$ cat config.mk
export PLATFORM = sky130hd
export DESIGN_NAME = bcd
export DESIGN_NICKNAME = d
export VERILOG_FILES = /design/src/rtl/bcd_pkg.sv /design/src/rtl/bcd_seg_lut.sv /design/src/rtl/bcd.sv
export SDC_FILE = /design/constraint.sdc
export NUM_CORES = 1
export LEC_CHECK = 0
export CORE_AREA = 4 4 41 43
export DETAILED_ROUTE_END_ITERATION = 8
export DIE_AREA = 0 0 45 47
export SLEW_MARGIN = 20
export SYNTH_ARGS = -nofsm -noshare
export SYNTH_HDL_FRONTEND = slang
export SYNTH_HIERARCHICAL = 1
export SYNTH_SLANG_ARGS = --single-unit
$ cat constraint.sdc
create_clock -name clk -period 1.9 [get_ports clk]
set_input_delay 0.57 -clock clk [delete_from_list [all_inputs] [get_ports clk]]
set_output_delay 0.57 -clock clk [all_outputs]
set_load 0.05 [all_outputs]
$ cat src/rtl/bcd_pkg.sv
// Shared types and segment encodings for the single-digit seven-segment decoder.
// Encodings are {g,f,e,d,c,b,a}, active-low for a common-anode display.
package bcd_pkg;

    typedef logic [6:0] seg_t;

    localparam seg_t SEG_0 = 7'h40;
    localparam seg_t SEG_1 = 7'h79;
    localparam seg_t SEG_2 = 7'h24;
    localparam seg_t SEG_3 = 7'h30;
    localparam seg_t SEG_4 = 7'h19;
    localparam seg_t SEG_5 = 7'h12;
    localparam seg_t SEG_6 = 7'h02;
    localparam seg_t SEG_7 = 7'h78;
    localparam seg_t SEG_8 = 7'h00;
    localparam seg_t SEG_9 = 7'h10;

    localparam seg_t SEG_HEX_A = 7'h08;
    localparam seg_t SEG_HEX_B = 7'h03;
    localparam seg_t SEG_HEX_C = 7'h46;
    localparam seg_t SEG_HEX_D = 7'h21;
    localparam seg_t SEG_HEX_E = 7'h06;
    localparam seg_t SEG_HEX_F = 7'h0E;

    localparam seg_t SEG_BLANK  = 7'h7F;
    localparam seg_t SEG_ALL_ON = 7'h00;

    localparam logic [3:0] BCD_MAX = 4'd9;

endpackage

$ cat src/rtl/bcd_seg_lut.sv
// Combinational code-to-segment lookup. Define BCD_HEX_EN to show A..F glyphs
// for codes 10..15; otherwise those codes blank the digit.
module bcd_seg_lut
    import bcd_pkg::*;
(
    input  logic [3:0] bcdinput,
    output seg_t       seg
);

    always_comb begin
        seg = SEG_BLANK;
        unique case (bcdinput)
            4'd0:  seg = SEG_0;
            4'd1:  seg = SEG_1;
            4'd2:  seg = SEG_2;
            4'd3:  seg = SEG_3;
            4'd4:  seg = SEG_4;
            4'd5:  seg = SEG_5;
            4'd6:  seg = SEG_6;
            4'd7:  seg = SEG_7;
            4'd8:  seg = SEG_8;
            4'd9:  seg = SEG_9;
`ifdef BCD_HEX_EN
            4'd10: seg = SEG_HEX_A;
            4'd11: seg = SEG_HEX_B;
            4'd12: seg = SEG_HEX_C;
            4'd13: seg = SEG_HEX_D;
            4'd14: seg = SEG_HEX_E;
            4'd15: seg = SEG_HEX_F;
`else
            4'd10, 4'd11, 4'd12, 4'd13, 4'd14, 4'd15: seg = SEG_BLANK;
`endif
            default: seg = SEG_BLANK;
        endcase
    end

endmodule

$ cat src/rtl/bcd.sv
// Registered BCD-to-seven-segment decoder with lamp test, blanking and an
// invalid-code flag. Hex glyphs for 10..15 are enabled by BCD_HEX_EN.
module bcd
    import bcd_pkg::*;
(
    input  logic       clk,
    input  logic       rst,
    input  logic [3:0] bcdinput,
    input  logic       lamp_test,
    input  logic       blank,
    output logic [6:0] seg,
    output logic       invalid
);

    seg_t lut_seg;
    seg_t seg_next;

    bcd_seg_lut u_lut (
        .bcdinput (bcdinput),
        .seg      (lut_seg)
    );

    // Lamp test beats blanking so a blanked display can still be lamp-tested.
    always_comb begin
        seg_next = lut_seg;
        if (lamp_test) begin
            seg_next = SEG_ALL_ON;
        end else if (blank) begin
            seg_next = SEG_BLANK;
        end
    end

    always_ff @(posedge clk) begin
        if (rst) begin
            seg     <= SEG_BLANK;
            invalid <= 1'b0;
        end else begin
            seg     <= seg_next;
            invalid <= (bcdinput > BCD_MAX);
        end
    end

endmodule

Word level (Yosys, flattened, before mapping)
Memory sizes are Yosys's and may differ from the RTL's. Cells that the tools add are included.

Order comparisons: 1. Multiplexer cells: 2.

Operators with widths (count): $mux W7 (2); $gt A4 B4 Y1 const B (1).

Logic and storage cells: 6. Bits in read-only memories: 112. Memories: 1. Register bits after elaboration: 8.

Memory list: (no name shown) (words 16, bits a word 7, rd ports 1, clocked after memory_dff 0, wr ports 0, line bcd_seg_lut.sv:12) `unique case (bcdinput)`.

Depth between registers and ports, before layout
Gate-level depths: netlist of run 1. An unclocked memory read counts as a cell.

Depth after elaboration: 3. Mapped depth: 7.

Modules after synthesis
Netlist of run 1, hierarchy kept.

By module, submodules not included: bcd (seq. area each 160.2 um^2, area an instance 250.2 um^2, cells an instance 24, instances 1); bcd_seg_lut (seq. area each 0.0 um^2, area an instance 210.2 um^2, cells an instance 33, instances 1).

Worst setup path after synthesis of run 1
Ideal clock, no wire load.

Path type: input-to-reg. Start: input port bcdinput[1]. End: register seg[3]. Stages on the path: 7. Arrival time: 1.333 ns. Path slack: 0.448 ns. Library setup time: 0.119 ns. Cell sequence: inv_1 -> ha_1 -> or2_1 -> a21oi_2 -> a31oi_1 -> nor2_1 -> o21bai_1.

Word-level cells in the longest chain between the ends: 3.

RTL lines: from (decl) (line bcd.sv:8) `input logic [3:0] bcdinput,`; $mem_v2 Z16 W7; named net lut_seg[3] (line bcd.sv:15) `seg_t lut_seg;`; $mux W7 (line bcd.sv:28) `end else if (blank) begin`; $mux W7 (line bcd.sv:26) `if (lamp_test) begin`; to (signal assigned) (line bcd.sv:38) `seg <= seg_next;`; to (decl) (line bcd.sv:11) `output logic [6:0] seg,`.

The timed path passes the listed nets, and every way through them passes these cells. A chain may end at the register's enable or synchronous reset.

Final worst setup path of run 1
Same ends and word-level chain as after synthesis.

==> run metrics, run 1 <==
Max Cap Violations 0; root buffer cell clkbuf_4; Final ANT Viol Nets 0; # nets final 95; hold endpoint seg[3]; Residual DRC 0; Setup TNS Final 0 ns; Net Count, Synth 70; post-cts sizing count 0; Ant. Diodes 0; fmax 573 MHz; Die X 45 microns; Initial Utilization 35.4%; CP max FO 3; main combinational cell family by area after synthesis compound AO/OA/AOI/OAI gates; DR vias 431; xor and xnor area share after synthesis 0%; hold slack 1.05 ns; drt wl/cell 10.0 microns; layout cells sized above 1 23.8%; mux contribution to synthesized area 0%; core area 1300 sq um; vias per inst 4.54; Peak VDD IR 0.197 mV; synth unique cells 16; Yosys warning total 6; type of the worst setup path primary input to flop; remaining global-route overflow 0; Synth Area per Inst 8.08 sq um; CP arrival 1.88 ns; drt total wl 953 microns; number of port buffers 15; Slew HR 84.3%; Area Growth Syn to Fin 45.1%; Max Root-Sink Buffers 2; Mapped Area 460 sq um; CTS Sinks 8; vias in the first global route 377; post-CTS setup repair buffer count 0; period utilization 91.8%; P_leak 0.318 nW; largest net degree at the start of global routing 11; Final Setup Violations 0; Post-Synth Adder-Cell Area 13.6%; GRT Overall Usage 10.5%; first-pass GRT wire length 1560 microns; hold path cells 2; CP Launch Type primary input; PD cells 663 nW/um^2; most frequent cells in the layout buf_4, nor2_1, dfxtp_1; DRT iter0 DRCs 7; Synth Area in Compound Gates 23.4%; worst endpoint required time 2.03 ns; Post-Synth Simple-Gate Area 22.3%; Hold Crit Start lamp_test; RSZ-0062 raised after global routing no; die height 47 microns; flops & latches, synth 8; crit path time final 1.75 ns; commonest non-fill, non-tap cell in the layout buf_4; Post-Syn Instances 57; Fillers 145; antenna violations before repair 0; actual slew at the worst max-slew pin 0.234 ns; CTS Hold Bufs 0; DP HPWL 810 microns; io pins 16; number of H-tree levels 1; Slew Limit Fails 0; Worst setup EP type flop; Final Wtd Congestion 0.763; die area 2120 sq um; TritonCTS clock tree built; worst min-delay path class primary input to flop; register area share after synthesis 34.8%; outcome finished, final reports clean; Final Hold Vio Count 0; Clock transition at path regs 0.05 ns; drt first pass iters 3; Final Cell Area 668 sq um; # rows 13; placed cell area 646 sq um; cts bufs inserted 3
-- final cells by class --
type | count | area [sq um] | share of cell area [%]
repair buffers | 22 | 183 | 27.3
inverters | 3 | 11.3 | 1.69
clock buffers | 3 | 22.5 | 3.37
well taps | 15 | 18.8 | 2.81
multi-input cells | 44 | 273 | 40.8
flip-flops and latches | 8 | 160 | 24.0
-- synth_stat cells --
cell | count | area share [%]
buf_2 | 1 | 1.1
buf_6 | 1 | 2.4
nand2_1 | 2 | 1.6
dfxtp_1 | 8 | 35
o21bai_1 | 7 | 11
or2b_1 | 1 | 1.6
nor2_1 | 13 | 11
or2_1 | 1 | 1.4
a21oi_2 | 1 | 1.9
a21oi_1 | 2 | 2.2
nor3b_1 | 1 | 1.6
o21ai_0 | 6 | 6.5
inv_1 | 3 | 2.4
ha_1 | 5 | 14
a31oi_1 | 1 | 1.4
nand2b_1 | 4 | 5.4
-- where the power goes --
part	internal, mW	switching [mW]	leakage [nW]
registers	0.180	0.00295	0.0670
clock network	0.0718	0.0503	0.0138
logic	0.0567	0.0816	0.237
-- routing by layer --
metal / track usage (%) / vias up / wire length [microns]
li1: - / 237 / -
met1: 10.8 / 182 / 402
met2: 18.9 / 12 / 483
met3: 2.30 / 0 / 67
met4: 7.02 / 0 / 0
met5: 0 / - / 0
-- cells by family (layout without fill, tap and decap cells) --
kind of cell / Yosys count / count (layout)
simple gates: 22 / 22
compound gates: 17 / 17
flops: 8 / 8
fa+ha+maj: 5 / 5
buf+inv: 5 / 28
-- through the flow --
| stage | setup WS (ns) | std cells | utilization, % | total power, mW |
|---|---|---|---|---|
| 2_1_floorplan | 0.448 | 57 | - | 0.269 |
| 3_3_place_gp | -0.115 | 92 | 49.6 | 0.323 |
| 3_5_place_dp | -0.108 | 92 | 49.6 | 0.325 |
| 4_1_cts | 0.155 | 95 | 51.3 | 0.451 |
| 5_1_grt | 0.0648 | 95 | 51.3 | 0.470 |
| 6_report | 0.155 | 95 | 51.3 | 0.443 |
-- critical path, stage by stage --
cell and delay [ns]:
clkdlybuf4s50_1 0.47, inv_1 0.07, ha_1 0.17, or2_1 0.21, a21oi_2 0.16, a31oi_1 0.06
nor2_1 0.11, o21bai_1 0.06
-- flip-flops by register name, indices dropped and copies added, names as in the netlist --
| name | count |
|---|---|
| invalid | 1 |
| seg | 7 |
-- how the worst max path moves through the flow --
stage,slack [ns],cells after the start,endpoint,from
floorplan,0.45,7,seg[3],bcdinput[1]
global placement,-0.12,8,seg[3],bcdinput[1]
detailed placement,-0.11,8,seg[3],bcdinput[1]
CTS,0.15,8,seg[3],bcdinput[1]
global route,0.06,8,seg[3],bcdinput[1]
finish,0.15,8,seg[3],bcdinput[1]
Power figures use the tool's default switching activity.
==> run 2: changes to the inputs <==
- DONT_BUFFER_PORTS: unset -> 1
==> run 2 against run 1 <==
Net effect: combinational power shrank 71%; via count shrank 21%; non-clock buffer count shrank 22; die area is the same; clock-buffer cell count is the same; sequential power grew 22%; flip-flop and latch count is the same; cell count shrank 23%; fmax grew 23%; critical path type is now flop to output pin; largest cell class unchanged.
==> run metrics, run 2 (synthesis gave the netlist of run 1 again) <==
biggest regs seg (7), invalid (1); Slew HR 68.5%; period utilization 74.7%; # nets final 73; DP HPWL 597 microns; Final Setup Violations 0; CTS Sinks 8; cell-internal power 0.273 mW; Slew Limit Fails 0; root buffer cell clkbuf_4; Clock transition at path regs 0.05 ns; layout cells sized above 1 6.90%; placed cell area 463 sq um; io pins 16; area of the multi-input gates 273 sq um; outcome finished, final reports clean; drt wl/cell 9.85 microns; Peak VDD IR 0.168 mV; Gate power share 10.6%; largest net degree at the start of global routing 13; Clock power frac 30.7%; Register Area 160 sq um; Final Wtd Congestion 0.779; GRT Overall Usage 8.77%; CTS Hold Bufs 0; number of port buffers 0; Area Growth Syn to Fin 5.43%; CP max FO 1; Residual DRC 0; number of H-tree levels 1; Fillers 144; max reg flops 7; CP arrival 0.85 ns; drt total wl 719 microns; Max Cap Violations 0; PD cells 788 nW/um^2; Final WS setup 0.480 ns; type of the worst setup path flop to output pin; crit path time final 1.42 ns; most frequent cells in the layout nor2_1, dfxtp_1, o21bai_1; RSZ-0062 raised after global routing no; DRT iter0 DRCs 4; drt first pass iters 4; vias in the first global route 320; Switching Fraction 28.6%; antenna violations before repair 0; actual slew at the worst max-slew pin 0.472 ns; die area 2120 sq um; Setup TNS Final 0 ns; DR vias 339; Ant. Diodes 0; TritonCTS clock tree built; pre-CTS setup slack 0.398 ns; vias per inst 4.64; Final Cell Area 485 sq um; post-CTS setup repair buffer count 0; CP Launch Type flop; die height 47 microns; Net Switching 0.110 mW; worst min-delay path class primary input to flop; Max Root-Sink Buffers 2; first-pass GRT wire length 1320 microns; total power 0.382 mW; worst endpoint required time 1.33 ns; post-cts sizing count 0; largest reg by FF count seg; Worst setup EP type output pin; remaining global-route overflow 0; core area 1300 sq um; commonest non-fill, non-tap cell in the layout nor2_1; fmax 704 MHz; P_leak 0.219 nW; Flop pwr share 58.6%; # rows 13; cts bufs inserted 3; Final ANT Viol Nets 0; Final Hold Vio Count 0; Initial Utilization 35.4%; Die X 45 microns
## run 2: per-stage QoR
step	cells	util, %	hold slack [ns]
after floorplan	57	-	0.646
after global placement	70	35.6	0.658
after detailed placement	70	35.6	0.659
after CTS	73	37.3	0.400
after global routing	73	37.3	0.396
final	73	37.3	0.407
## run 2: worst paths after layout
kind	endpoint	start	depth (start not counted)	slack (ns)
setup / recovery	seg[5]	seg[5]	0	0.48
hold / removal	invalid	rst	1	0.41
## run 2: per-layer routing
| metal | wire (microns) | GRT usage, % |
|---|---|---|
| met2 | 333 | 12.1 |
| met1 | 298 | 10.2 |
| met4 | 5 | 8.77 |
| met5 | 0 | 0 |
| met3 | 81 | 3.07 |
## run 2: area by class of cell
| type | count | area share, % |
|---|---|---|
| multi-input cells | 44 | 56.2 |
| flip-flops and latches | 8 | 33.0 |
| clock buffers | 3 | 4.64 |
| well taps | 15 | 3.87 |
| inverters | 3 | 2.32 |
## run 2: power groups by stage
stage	sequential, mW	clock [mW]	combinational (mW)
after floorplan	0.227	0	0.0419
after global placement	0.228	0	0.0407
after detailed placement	0.228	0	0.0408
after CTS	0.225	0.123	0.0411
after global routing	0.225	0.137	0.0490
final	0.224	0.117	0.0407
==> run 3: changes to the inputs <==
- clock period: 1.9 -> 1.4 ns (I/O delays scaled with it)
==> run 3 against run 2 <==
Net effect: non-clock buffer count stayed put; die area unchanged; sequential power grew 36%; global-route usage increased by 0.46 points; combinational power is 35% higher; cell count stayed put; clock power grew 38%; critical path type unchanged.
==> run metrics, run 3 (synthesis gave the netlist of run 1 again) <==
drt wl/cell 9.66 microns; vias in the first global route 320; Max Cap Violations 0; biggest regs seg (7), invalid (1); Fillers 143; Residual DRC 0; hold path cells 1; Final Setup Violations 0; core area 1300 sq um; placed cell area 463 sq um; Peak VDD IR 0.219 mV; Final Wtd Congestion 0.727; Final ANT Viol Nets 0; # nets final 73; DR vias 331; number of H-tree levels 1; CP Launch Type flop; Worst setup EP type output pin; TritonCTS clock tree built; vias per inst 4.53; crit path time final 1.27 ns; Slew HR 68.4%; # rows 13; period utilization 90.9%; largest reg by FF count seg; die area 2120 sq um; DP HPWL 583 microns; most frequent cells in the layout nor2_1, dfxtp_1, o21bai_1; Net Switching 0.150 mW; CP arrival 0.85 ns; Die X 45 microns; worst min-delay path class primary input to flop; Setup TNS Final 0 ns; Gate power share 10.6%; fmax 786 MHz; actual slew at the worst max-slew pin 0.474 ns; die height 47 microns; post-CTS setup repair buffer count 0; number of cells on the critical path 0; RSZ-0062 raised after global routing no; Clock power frac 30.9%; cts bufs inserted 3; max reg flops 7; largest net degree at the start of global routing 13; CTS Sinks 8; Initial Utilization 35.4%; Switching Fraction 28.8%; Slew Limit Fails 0; Area Growth Syn to Fin 5.43%; Final Cell Area 485 sq um; outcome finished, final reports clean; layout cells sized above 1 6.90%; commonest non-fill, non-tap cell in the layout nor2_1; Ant. Diodes 0; remaining global-route overflow 0; drt total wl 705 microns; cell-internal power 0.370 mW; type of the worst setup path flop to output pin; DRT iter0 DRCs 0; PD cells 1070 nW/um^2; Flop pwr share 58.5%; Final Hold Vio Count 0; first-pass GRT wire length 1340 microns; CTS Hold Bufs 0; worst endpoint required time 0.98 ns; number of port buffers 0; Max Root-Sink Buffers 2; Clock transition at path regs 0.05 ns; io pins 16; root buffer cell clkbuf_4; antenna violations before repair 0; CP max FO 1; drt first pass iters 1; total power 0.520 mW; GRT Overall Usage 9.23%; P_leak 0.219 nW; post-cts sizing count 0
run 3: power by group through the flow:
stage / registers, mW / logic, mW / clock network, mW
finish: 0.304 / 0.0551 / 0.161
global route: 0.306 / 0.0659 / 0.190
CTS: 0.305 / 0.0555 / 0.169
detailed placement: 0.309 / 0.0551 / 0
global placement: 0.309 / 0.0551 / 0
floorplan: 0.308 / 0.0569 / 0
run 3: final timing paths:
kind	endpoint	from
setup / recovery	seg[6]	seg[6]
hold / removal	invalid	rst
run 3: layout make-up:
cell class / instances / area [sq um] / area share [%]
Sequential cell: 8 / 160 / 33.0
Inverter: 3 / 11.3 / 2.32
Tap cell: 15 / 18.8 / 3.87
Multi-Input combinational cell: 44 / 273 / 56.2
Clock buffer: 3 / 22.5 / 4.64
run 3: through the flow:
step	hold WS, ns	util, %	setup slack [ns]	cells
3_5_place_dp	0.506	35.6	0.0433	70
6_report	0.253	37.3	0.128	73
4_1_cts	0.245	37.3	0.115	73
5_1_grt	0.237	37.3	0.0824	73
3_3_place_gp	0.508	35.6	0.0459	70
2_1_floorplan	0.496	-	0.0980	57
run 3: per-layer routing:
metal,global-route usage [%],wire length (microns),up-vias
met5,0,0,-
met4,10.5,29,0
met3,4.21,82,4
met2,13.0,316,15
met1,9.50,276,123
li1,-,-,189
